## config.mk

```make
export PLATFORM = sky130hd
export DESIGN_NAME = multiples_sequencer_flat
export DESIGN_NICKNAME = d
export VERILOG_FILES = /design/src/rtl/multiples_sequencer_if.sv /design/src/rtl/multiples_sequencer.sv /design/src/flat_wrapper.sv
export SDC_FILE = /design/constraint.sdc
export NUM_CORES = 1
export LEC_CHECK = 0
export ABC_AREA = 0
export BUFFER_PORTS_ARGS = -buffer_cell sky130_fd_sc_hd__buf_2
export CAP_MARGIN = 40
export CORE_ASPECT_RATIO = 1.5
export CORE_MARGIN = 2
export CORE_UTILIZATION = 55
export DETAILED_ROUTE_END_ITERATION = 10
export PLACE_DENSITY = 0.83
export SYNTH_ARGS = -nofsm -noshare
export SYNTH_HDL_FRONTEND = slang
export SYNTH_SLANG_ARGS = --single-unit
```

## constraint.sdc

```tcl
create_clock -name clk -period 3.1 [get_ports clk]
set_input_delay 0.155 -clock clk [delete_from_list [all_inputs] [get_ports clk]]
set_output_delay 0.155 -clock clk [all_outputs]
set_load 0.02 [all_outputs]
```

## src/rtl/multiples_sequencer_if.sv

```systemverilog
// rtl/multiples_sequencer_if.sv - registered row stream from the multiples sequencer to the row-by-vector modules
interface multiples_sequencer_if #(
  parameter int data_width  = 12,
  parameter int index_width = 12
) ();
  logic [data_width-1:0]  out_data;
  logic [index_width-1:0] out_index;
  logic                   out_valid;
  logic                   out_ready;

  modport master (
    output out_data,
    output out_index,
    output out_valid,
    input  out_ready
  );

  modport slave (
    input  out_data,
    input  out_index,
    input  out_valid,
    output out_ready
  );
endinterface

```

## src/rtl/multiples_sequencer.sv

```systemverilog
// rtl/multiples_sequencer.sv - walks the multiples memory over a row range and streams each row out
module multiples_sequencer #(
  parameter int no_of_row_by_vector_modules  = 4,
  parameter int memory_A_height              = 2000,
  parameter int address_width                = $clog2(memory_A_height) + 1,
  parameter int multiples_memory_value_width = 3
) (
  input  logic                     clk,
  input  logic                     reset,
  input  logic                     start,
  input  logic [address_width-1:0] base_address,
  input  logic [address_width-1:0] row_count,
  output logic [address_width-1:0] multiples_read_address,
  input  logic [multiples_memory_value_width*no_of_row_by_vector_modules-1:0] multiples_input,
  multiples_sequencer_if.master    row,
  output logic                     busy,
  output logic                     done,
  output logic                     error
);
  typedef enum logic [1:0] {IDLE, RUN, DRAIN, DONE} state_t;

  localparam logic [address_width:0]   last_limit = (address_width + 1)'(memory_A_height);
  localparam logic [address_width:0]   one_wide   = (address_width + 1)'(1);
  localparam logic [address_width-1:0] one        = address_width'(1);

  state_t                   state, state_next;
  logic [address_width-1:0] addr, idx, remaining;
  logic [address_width:0]   last;
  logic                     load, accept, cmd_take, error_next;

  // One extra bit so base + count - 1 cannot wrap past the top of memory.
  assign last = {1'b0, base_address} + {1'b0, row_count} - one_wide;

  always_comb begin
    state_next = state;
    load       = 1'b0;
    cmd_take   = 1'b0;
    error_next = 1'b0;
    accept     = row.out_valid && row.out_ready;
    case (state)
      IDLE: begin
        if (start) begin
          if (row_count == '0) begin
            state_next = DONE;
          end else if (last > last_limit) begin
            error_next = 1'b1;
          end else begin
            cmd_take   = 1'b1;
            state_next = RUN;
          end
        end
      end
      RUN: begin
        load = !row.out_valid || row.out_ready;
        if (load && remaining == one) state_next = DRAIN;
      end
      DRAIN: begin
        if (accept) state_next = DONE;
      end
      DONE: state_next = IDLE;
      default: state_next = IDLE;
    endcase
  end

  always_ff @(posedge clk) begin
    if (!reset) begin
      state         <= IDLE;
      addr          <= '0;
      idx           <= '0;
      remaining     <= '0;
      error         <= 1'b0;
      row.out_valid <= 1'b0;
      row.out_data  <= '0;
      row.out_index <= '0;
    end else begin
      state <= state_next;
      error <= error_next;
      if (cmd_take) begin
        addr      <= base_address;
        idx       <= '0;
        remaining <= row_count;
      end
      if (load) begin
        row.out_data  <= multiples_input;
        row.out_index <= idx;
        row.out_valid <= 1'b1;
        idx           <= idx + one;
        remaining     <= remaining - one;
        // The final row leaves the address parked so DRAIN keeps presenting it.
        if (remaining != one) addr <= addr + one;
      end
      if (state == DRAIN && accept) row.out_valid <= 1'b0;
    end
  end

  assign busy                   = (state == RUN) || (state == DRAIN);
  assign done                   = (state == DONE);
  assign multiples_read_address = busy ? addr : '0;
endmodule

```

## src/flat_wrapper.sv

```systemverilog
// flat-port wrapper written by rule: the top's interface ports become plain ports
module multiples_sequencer_flat 
#(
  parameter int no_of_row_by_vector_modules  = 4,
  parameter int memory_A_height              = 2000,
  parameter int address_width                = $clog2(memory_A_height) + 1,
  parameter int multiples_memory_value_width = 3
)
  (clk, reset, start, base_address, row_count, multiples_read_address, multiples_input, busy, done, error, row_out_data, row_out_index, row_out_valid, row_out_ready);
  multiples_sequencer_if #(.data_width((12)), .index_width((12))) row_i ();
  input  logic clk;
  input  logic reset;
  input  logic start;
  input  logic [address_width-1:0] base_address;
  input  logic [address_width-1:0] row_count;
  output logic [address_width-1:0] multiples_read_address;
  input  logic [multiples_memory_value_width*no_of_row_by_vector_modules-1:0] multiples_input;
  output logic busy;
  output logic done;
  output logic error;
  output wire logic [$bits(row_i.out_data)-1:0] row_out_data;
  output wire logic [$bits(row_i.out_index)-1:0] row_out_index;
  output wire logic [$bits(row_i.out_valid)-1:0] row_out_valid;
  input wire logic [$bits(row_i.out_ready)-1:0] row_out_ready;
  assign row_out_data = row_i.out_data;
  assign row_out_index = row_i.out_index;
  assign row_out_valid = row_i.out_valid;
  assign row_i.out_ready = row_out_ready;
  multiples_sequencer #(.no_of_row_by_vector_modules(no_of_row_by_vector_modules), .memory_A_height(memory_A_height), .address_width(address_width), .multiples_memory_value_width(multiples_memory_value_width)) u_core (.clk(clk), .reset(reset), .start(start), .base_address(base_address), .row_count(row_count), .multiples_read_address(multiples_read_address), .multiples_input(multiples_input), .row(row_i), .busy(busy), .done(done), .error(error));
endmodule
```

==> results.md, run 1 <==
- Count of flip-flops with a built-in enable after synthesis: 0
- Clock network fraction of design power: 23.0%
- Overall routing resource usage: 27.5%
- Clock Sinks: 64
- Clk pin slew, worst setup/hold paths: around 0.07 ns
- Post-route cell area: 4890 sq um
- Layout overhead on the synthesized area: 18.0%
- Area enclosed by the die boundary: 8260 sq um
- # port buffers: 79
- Worst reg2reg startpoint: u_core.remaining[0]
- Critical path required time: 3.34 ns
- Critical path startpoint category: input port
- Warning count from the yosys run: 0
- Std-Cell Rows: 38
- Area share of xor/xnor cells in the synthesized design: 2.96%
- DR top layer: met4
- Maximum achievable frequency: 0.349 GHz
- Clk root buf: sky130_fd_sc_hd__clkbuf_8
- Sink of the worst hold path: u_core.row.out_data[0]
- Type of the worst setup path: input port to flop
- Pin count of the biggest net entering global routing: 45
- Critical path fanouts, max: 9
- Summed instance area of the synthesized netlist: slightly above 4000 sq um
- Cell count of the worst reg-to-reg path: 8
- Multiplexer fraction of the synthesized cell area: 0.483%
- Slew @ Worst Pin: 0.663 ns
- N_diodes: 0
- Routed metal-1 wire length: 4.44 mm
- Post-Synth Adder-Cell Area: roughly a tenth
- Horizontal die dimension: 74.9 um
- Remaining DRCs: 0
- Worst reg2reg setup slack: 0.67 ns
- Cell-by-cell trace of the critical path: buf_2, inv_1, ha_1, inv_1, ha_1, fa_1, a21o_1, a22oi_1, buf_4, o311ai_2, nand3_4, nand2b_1, o311a_1
- Reg2Reg Capture Point: u_core.addr[6]
- Crit path DAT: 3.10 ns
- Number of synthesized register bits: 64
- Dpl hpwl: 8.31 mm
- Clock Skews: ~0.01 ns
- Sequential fraction of the synthesis area: ~31%
- Post-synth net total: 614
- Unrepaired setup endpoints after global routing: false
- Met3 WL: 612 um
- Total of hold buffers inserted after clock tree synthesis: 0
- Number of primary I/O pins: 80
- Leak pwr: 2.17 nW
- Netlist cell types: 62
- First-pass GRT wire length: between 15 and 20 mm
- Count of nets after finishing: between 600 and 700
- Number of filler cells placed in the layout: 634
- Relative max-transition margin: 55.7%
- Endpoint type of the worst setup path: flop
- Vias in the first global route: between 3000 and 4000
- Class of the tightest hold or removal check: input port to flop
- Mean Syn Cell Area: 7.66 sq um
- Dominant combinational cell family by area after synthesis: compound AO/OA/AOI/OAI gates
- Cell Int Power: about 2.0 mW
- Core Box Area: approximately 7300 sq um
- Total Routed Length: about 11 mm
- Final slew viol count: 0
- Setup violators final: 0
- Average routed wire per standard cell: between 15 and 20 um
- CTS Buf Count: 9
- Worst-path cell with the longest stage delay: sky130_fd_sc_hd__o311ai_2
- Switching portion of total power: 40.3%
- DRT antenna net count: 0
- Net Sw Power: 1.33 mW
- Number of antenna violations at the first check in global routing: 0
- Sequential group share of total power: 33.8%
- Number of setup buffers added after CTS: 0
- Die Y: 110 um
- Util after Layout: 67.2%
- Overall power of the completed layout: roughly 3.3 mW
- Number of gates given a new drive strength after cts: 0
- Clock Path Buffers: 2
- Hold violation total from the final report: 0
- Most used DFF post-synth: sky130_fd_sc_hd__dfxtp_1
- Hold path start: multiples_input[0]
- Number of cells traversed by the worst hold path: 3
- Router iterations before antenna repair: 5
- Maximum VDD drop: roughly 0.31 mV
- Async set-or-reset flop fraction in the synthesized netlist: 0%
- Share of the clock period used by the worst path after layout: 92.3%
- Synth Instances: 541
- Commonest non-fill, non-tap cell in the layout: sky130_fd_sc_hd__nand2_1
- Total cell area at the placement stage: 4690 sq um
- Combinational share of power: between 40% and 50%
- Simple-gate area share of the yosys netlist: 21.9%
- Max capacitance violation total: 0
- Complex-gate fraction of the synthesized area: 25.1%
- Initial Util: 57.0%
- Sum of met2 wire segment lengths after detailed routing: between 5 and 6 mm
- Number of vias after detailed routing: approximately 4200
- Worst hold slack after final layout: 0.0432 ns
- Final RePlAce weighted congestion: about 0.95
- Clock Latency Late Sink: 0.35 ns
- Share of final-layout standard cells stronger than drive strength 1: between 20% and 30%
- Clock tree from TritonCTS: yes
- Commonest cells after routing, fill and taps aside: 82 x sky130_fd_sc_hd__nand2_1, 79 x sky130_fd_sc_hd__buf_2, 64 x sky130_fd_sc_hd__dfxtp_1, 60 x sky130_fd_sc_hd__inv_1, 42 x sky130_fd_sc_hd__a21oi_1
- Peak per-stage delay on the critical path: 0.55 ns
- Outcome: finished, final reports clean
- Grt total ovfl: 0
- Fin crit period: 2.86 ns
- Via-per-instance ratio: around 5.8
- Pwr dens: 676 nW/um^2
- Initial DRC count: 269
- Maximum level of the CTS H-tree: 3
-- flip-flops by register name (all words and copies together), names as in the netlist --
name,count
u_core.addr,12
u_core.idx,12
u_core.remaining,12
u_core.row.out_data,12
u_core.row.out_index,12
u_core.state,2
u_core.error,1
u_core.row.out_valid,1
-- worst max-delay path by stage --
stage                                from                  end  slack [ns]  depth (start not counted)
final                     base_address[1]  u_core.remaining[9]        0.24                         13
after global routing      base_address[1]  u_core.remaining[9]        0.11                         13
after CTS                 base_address[1]  u_core.remaining[9]        0.31                         13
after detailed placement  base_address[1]  u_core.remaining[9]       -0.06                         13
after global placement       row_count[1]  u_core.remaining[9]        0.08                         13
after floorplan           base_address[1]       u_core.addr[0]        0.32                         14
-- per-stage QoR --
step | std cells | setup slack, ns | setup TNS, ns
3_3_place_gp | 711 | 0.0839 | 0
4_1_cts | 726 | 0.306 | 0
3_5_place_dp | 711 | -0.0584 | -0.211
2_1_floorplan | 541 | 0.320 | 0
5_1_grt | 726 | 0.109 | 0
6_report | 726 | 0.237 | 0
-- power by group through the flow --
stage	sequential, mW	clock (mW)	combinational (mW)
after detailed placement	1.13	0	1.41
after CTS	1.11	0.769	1.42
after global placement	1.12	0	1.37
after floorplan	1.14	0	1.01
final	1.12	0.760	1.43
after global routing	1.13	0.805	1.58
-- critical path: cells and delay by family --
| family | cells | cell delay [ns] |
|---|---|---|
| buffers and inverters | 4 | 0.37 |
| and+or+nand+nor | 2 | 0.58 |
| adders and majority gates | 3 | 0.71 |
| AOI/OAI and AO/OA | 4 | 1.27 |
-- cells by family after synthesis --
| group | Yosys count |
|---|---|
| DFF | 64 |
| AOI/OAI and AO/OA | 153 |
| adders and majority gates | 33 |
| muxes | 2 |
| xor gates and xnor gates | 14 |
| and+or+nand+nor | 189 |
| buffers and inverters | 86 |
-- area by class of cell --
class / count / area (sq um) / share of cell area, %
Multi-Input combinational cell: 391 / 2520 / 51.6
Clock inverter: 4 / 70.1 / 1.43
Sequential cell: 64 / 1280 / 26.2
Clock buffer: 11 / 131 / 2.69
Timing Repair Buffer: 95 / 528 / 10.8
Tap cell: 100 / 125 / 2.56
Inverter: 61 / 229 / 4.68
-- synthesized netlist by cell type (7+ instances only) --
cell | instances | area, sq um
sky130_fd_sc_hd__nand2_1 | 82 | 308
sky130_fd_sc_hd__dfxtp_1 | 64 | 1280
sky130_fd_sc_hd__inv_1 | 60 | 225
sky130_fd_sc_hd__a21oi_1 | 42 | 210
sky130_fd_sc_hd__ha_1 | 32 | 400
sky130_fd_sc_hd__nor2_1 | 26 | 97.6
sky130_fd_sc_hd__o21ai_0 | 18 | 90.1
sky130_fd_sc_hd__a31oi_1 | 17 | 106
sky130_fd_sc_hd__clkbuf_1 | 17 | 63.8
sky130_fd_sc_hd__nand3_1 | 15 | 75.1
sky130_fd_sc_hd__and2_1 | 14 | 87.6
sky130_fd_sc_hd__o21ai_1 | 13 | 65.1
sky130_fd_sc_hd__nor3_1 | 10 | 50.1
sky130_fd_sc_hd__nor4_1 | 9 | 56.3
sky130_fd_sc_hd__o311a_1 | 8 | 80.1
sky130_fd_sc_hd__xnor2_1 | 8 | 70.1
sky130_fd_sc_hd__or3_1 | 7 | 43.8
-- routing by layer --
| metal | up-vias | track usage [%] |
|---|---|---|
| met5 | - | 0 |
| met4 | 0 | 13.8 |
| met3 | 36 | 6.64 |
| met2 | 146 | 48.2 |
| met1 | 1975 | 30.2 |
| li1 | 2069 | - |
(Power assumes the default switching activity.)
==> run 2: changes to the inputs <==
BUFFER_PORTS_ARGS = -buffer_cell sky130_fd_sc_hd__buf_4   (was -buffer_cell sky130_fd_sc_hd__buf_2)
==> results.md, run 2 (synthesized netlist as in run 1, its figures left out) <==
- Maximum achievable frequency: 0.360 GHz
- Critical path fanouts, max: 7
- Clock Latency Late Sink: 0.36 ns
- Share of final-layout standard cells stronger than drive strength 1: 20.4%
- Clk pin slew, worst setup/hold paths: 0.07 ns
- Maximum VDD drop: 0.418 mV
- Commonest cells after routing, fill and taps aside: 93 x sky130_fd_sc_hd__buf_4, 82 x sky130_fd_sc_hd__nand2_1, 64 x sky130_fd_sc_hd__dfxtp_1, 60 x sky130_fd_sc_hd__inv_1, 42 x sky130_fd_sc_hd__a21oi_1
- CTS Buf Count: 9
- Pwr dens: 646 nW/um^2
- Clock Path Buffers: 2
- Commonest non-fill, non-tap cell in the layout: sky130_fd_sc_hd__buf_4
- Initial DRC count: 277
- Worst setup margin: 0.324 ns
- Total of hold buffers inserted after clock tree synthesis: 0
- Maximum level of the CTS H-tree: 3
- Number of gates given a new drive strength after cts: 0
- Layout overhead on the synthesized area: 22.4%
- Std-Cell Rows: 38
- Hold path start: row_out_ready
- Endpoint type of the worst setup path: flop
- Count of nets after finishing: between 600 and 700
- Vias in the first global route: 3996
- Final RePlAce weighted congestion: 0.979
- Crit path DAT: 3.02 ns
- Remaining DRCs: 0
- Worst reg2reg startpoint: u_core.remaining[0]
- Number of filler cells placed in the layout: 618
- Outcome: finished, final reports clean
- Core Box Area: 7270 sq um
- Critical path required time: 3.35 ns
- Clock Skews: 0.00985 ns
- Clock tree from TritonCTS: yes
- Max capacitance violation total: 0
- Share of the clock period used by the worst path after layout: 89.5%
- Type of the worst setup path: input port to flop
- Clk root buf: sky130_fd_sc_hd__clkbuf_8
- DRT antenna net count: 0
- Overall routing resource usage: approximately 28%
- Leak pwr: 2.19 nW
- Worst reg2reg setup slack: 0.74 ns
- Unrepaired setup endpoints after global routing: false
- Via-per-instance ratio: 5.82
- Number of antenna violations at the first check in global routing: 0
- Critical path startpoint category: input port
- Horizontal die dimension: 74.9 um
- Dpl hpwl: approximately 8.3 mm
- Slew @ Worst Pin: 0.666 ns
- Pin count of the biggest net entering global routing: 35
- Fin crit period: around 2.8 ns
- Number of vias after detailed routing: ~4200
- Die Y: 110 um
- Average routed wire per standard cell: between 15 and 20 um
- # port buffers: 79
- Crit path from: row_count[1]
- Grt total ovfl: 0
- Class of the tightest hold or removal check: input port to flop
- Initial Util: 57.0%
- Clock Sinks: 64
- First-pass GRT wire length: 17.8 mm
- Hold violation total from the final report: 0
- Router iterations before antenna repair: 5
- Util after Layout: 69.8%
- Total Routed Length: 10.9 mm
- N_diodes: 0
- Setup violators final: 0
- Relative max-transition margin: 55.4%
- Post-place setup slack: between 0.015 and 0.02 ns
- Final slew viol count: 0
- Number of setup buffers added after CTS: 0
- Number of primary I/O pins: 80
- TNS Setup: 0 ns
- Area enclosed by the die boundary: 8260 sq um
==> run 2: changes by cell type in the layout (fill, tap and decap cells not counted), sizes merged <==
cell | previous run | this run
clkinv | 3 | 6
bufinv | 2 | 1
buf | 95 | 94
clkbuf | 11 | 10
==> run 2: layout make-up <==
type,instances,area [sq um],area share [%]
clock buffers,10,138,2.71
clock inverters,6,58.8,1.16
inverters,61,229,4.51
multi-input cells,391,2520,49.8
flip-flops and latches,64,1280,25.2
well taps,100,125,2.47
repair buffers,94,718,14.2
==> run 2: final timing paths <==
check	endpoint	cells past startpoint
max	u_core.remaining[9]	13
min	u_core.row.out_valid	2
min reg2reg	u_core.row.out_index[10]	2
max reg2reg	u_core.addr[6]	8
==> run 2: through the flow <==
step	hold slack [ns]	total power, mW	cells	cell area, sq um
after CTS	0.0259	3.28	726	5070
after detailed placement	0.399	2.56	710	4880
after global routing	0.0503	3.50	726	5070
after floorplan	0.263	2.15	541	4150
after global placement	0.392	2.51	710	4880
final	0.0416	3.28	726	5070
==> run 2: power by group <==
| part | internal (mW) | leakage [nW] | switching (mW) |
|---|---|---|---|
| Clock | 0.388 | 0.106 | 0.327 |
| Sequential | 0.969 | 0.520 | 0.141 |
| Combinational | 0.596 | 1.57 | 0.857 |
==> run 2: metal layers <==
metal / up-vias / GRT usage, % / routed length, um
met5: - / 0 / 0
met4: 0 / 16.6 / 495
met3: 30 / 4.73 / 633
met2: 162 / 49.2 / 5580
met1: 1961 / 30.7 / 4230
li1: 2071 / - / -
==> run 2: worst max-delay path, stage by stage <==
cell and delay (ns):
sky130_fd_sc_hd__buf_4 0.08, sky130_fd_sc_hd__inv_1 0.04, sky130_fd_sc_hd__ha_1 0.26, sky130_fd_sc_hd__inv_1 0.04, sky130_fd_sc_hd__ha_1 0.22, sky130_fd_sc_hd__fa_1 0.42, sky130_fd_sc_hd__a21o_1 0.23, sky130_fd_sc_hd__a22oi_1 0.30
sky130_fd_sc_hd__a211oi_1 0.15, sky130_fd_sc_hd__o311ai_2 0.22, sky130_fd_sc_hd__nand3_4 0.16, sky130_fd_sc_hd__nand2b_1 0.34, sky130_fd_sc_hd__o311a_1 0.40
==> run 3: changes to the inputs <==
CORE_UTILIZATION = 51   (was 55)
PLACE_DENSITY = 0.81   (was 0.83)
clock period = 2.3 ns   (was 3.1 ns; I/O delays follow)
==> results.md, run 3 (synthesized netlist as in run 1, its figures left out) <==
- Outcome: finished, violations left
- Violated checks: negative setup slack
- Overall routing resource usage: between 30% and 40%
- Final slew viol count: 0
- Clock Skews: about 0.0086 ns
- Number of cells traversed by the worst hold path: 2
- Maximum level of the CTS H-tree: 3
- Final RePlAce weighted congestion: ~0.96
- Global Route met2 Usage: between 50% and 60%
- Clock Sinks: 64
- CTS Buf Count: 9
- Hold violation total from the final report: 0
- Grt total ovfl: 0
- Slew @ Worst Pin: 0.819 ns
- Max capacitance violation total: 0
- Fin crit period: around 2.6 ns
- Layout overhead on the synthesized area: 55.3%
- Relative max-transition margin: 45.4%
- Clk pin slew, worst setup/hold paths: roughly 0.05 ns
- Share of the clock period used by the worst path after layout: 115%
- Cell count of the worst reg-to-reg path: 8
- Horizontal die dimension: approximately 78 um
- Clock tree from TritonCTS: yes
- Initial DRC count: 530
- Std-Cell Rows: 40
- Remaining DRCs: 0
- Commonest cells after routing, fill and taps aside: 143 x sky130_fd_sc_hd__buf_4, 81 x sky130_fd_sc_hd__nand2_1, 64 x sky130_fd_sc_hd__dfxtp_1, 50 x sky130_fd_sc_hd__inv_1, 40 x sky130_fd_sc_hd__a21oi_1
- Count of nets after finishing: slightly below 800
- Clk root buf: sky130_fd_sc_hd__clkbuf_16
- Critical path startpoint category: input port
- Gr busiest metal: met2
- Setup violators final: 39
- Die Y: 114 um
- Vias in the first global route: 4949
- Maximum VDD drop: 0.591 mV
- Clock Path Buffers: 2
- Grt met1 use: 34.0%
- Pin count of the biggest net entering global routing: 36
- DRT antenna net count: 0
- Class of the tightest hold or removal check: input port to flop
- First-pass GRT wire length: 23.9 mm
- Number of primary I/O pins: 80
- Pwr dens: 905 nW/um^2
- Worst hold slack after final layout: 0.0124 ns
- Core Box Area: 7960 sq um
- Total Routed Length: 16.0 mm
- Unrepaired setup endpoints after global routing: true
- Endpoint type of the worst setup path: flop
- Type of the worst setup path: input port to flop
- Dpl hpwl: 9.30 mm
- Maximum achievable frequency: 0.380 GHz
- Number of antenna violations at the first check in global routing: 0
- Commonest non-fill, non-tap cell in the layout: sky130_fd_sc_hd__buf_4
- Average routed wire per standard cell: 19.9 um
- Via-per-instance ratio: slightly above 6
- N_diodes: 0
- Critical path required time: 2.54 ns
- Worst setup margin: -0.334 ns
- Number of vias after detailed routing: 4962
- Crit path DAT: between 2 and 3 ns
- Overall power of the completed layout: 5.82 mW
- Share of final-layout standard cells stronger than drive strength 1: 38.5%
- Router iterations before antenna repair: 6
- Leak pwr: 2.72 nW
- Critical path fanouts, max: 6
- Initial Util: around 52%
- Clock Latency Late Sink: roughly 0.34 ns
- # port buffers: 79
- Met3 Resource Use GR: under 10%
- Area enclosed by the die boundary: ~8900 sq um
[run 3: changes by cell type in the layout (fill, tap and decap cells not counted), sizes merged]
cell and delta:
buf +73, clkbuf +3, clkinv -4, clkinvlp +1
[run 3: path summary, 6_finish.rpt]
kind,endpoint,startpoint,slack [ns]
setup reg to reg,u_core.addr[11],u_core.remaining[1],-0.17
setup / recovery,u_core.remaining[0],row_count[1],-0.33
hold / removal,u_core.row.out_valid,row_out_ready,0.01
hold reg to reg,u_core.row.out_data[9],u_core.row.out_data[9],0.45
[run 3: metal layers]
metal / share of wire [%] / up-vias / routed length [um]
met3: 7.6 / 108 / 1220
met2: 51 / 352 / 8200
met5: 0 / - / 0
met4: 8.6 / 0 / 1370
met1: 32 / 2280 / 5170
li1: - / 2222 / -
[run 3: power by group]
part / leakage (nW) / internal (mW) / total [mW] / switching, mW
Sequential: 0.520 / 1.31 / 1.52 / 0.213
Clock: 0.143 / 0.883 / 1.39 / 0.505
Combinational: 2.06 / 1.26 / 2.92 / 1.66
Total: 2.72 / 3.45 / 5.82 / 2.38
[run 3: worst max-delay path: stages]
cell and delay [ns]:
sky130_fd_sc_hd__buf_8 0.09, sky130_fd_sc_hd__inv_6 0.03, sky130_fd_sc_hd__ha_4 0.27, sky130_fd_sc_hd__inv_4 0.04, sky130_fd_sc_hd__ha_4 0.15, sky130_fd_sc_hd__fa_2 0.34, sky130_fd_sc_hd__buf_6 0.13, sky130_fd_sc_hd__xnor2_2 0.14
sky130_fd_sc_hd__nand3_2 0.11, sky130_fd_sc_hd__a32oi_1 0.23, sky130_fd_sc_hd__o211ai_1 0.19, sky130_fd_sc_hd__and4_4 0.27, sky130_fd_sc_hd__buf_12 0.15, sky130_fd_sc_hd__buf_8 0.13, sky130_fd_sc_hd__o311a_1 0.29, sky130_fd_sc_hd__a211oi_2 0.19
[run 3: repair_timing]
item,4_1_cts,5_1_grt
hold endpoints to repair,0,0
endpoints found under the setup margin,39,39
resized for setup,79,32
gates cloned,3,1
hold buffers,0,0
pin swaps,44,22
setup buffers,17,3
[run 3: area by class of cell]
cell class	count	area [sq um]
well taps	105	131
flip-flops and latches	64	1280
clock buffers	11	253
multi-input cells	391	3020
inverters	61	251
repair buffers	169	1460
fillers	461	1520
clock inverters	3	42.5
[run 3: through the flow]
stage               setup TNS, ns  area, sq um  util, %  instances  worst slack (ns)
floorplan                   -9.44         4210        -        541            -0.380
global placement           -24.57         5350     67.2        768            -0.694
detailed placement         -26.79         5350     67.2        768            -0.769
CTS                         -2.86         6190     77.7        800            -0.128
global route               -10.59         6440     80.9        804            -0.348
finish                      -8.24         6440     80.9        804            -0.334
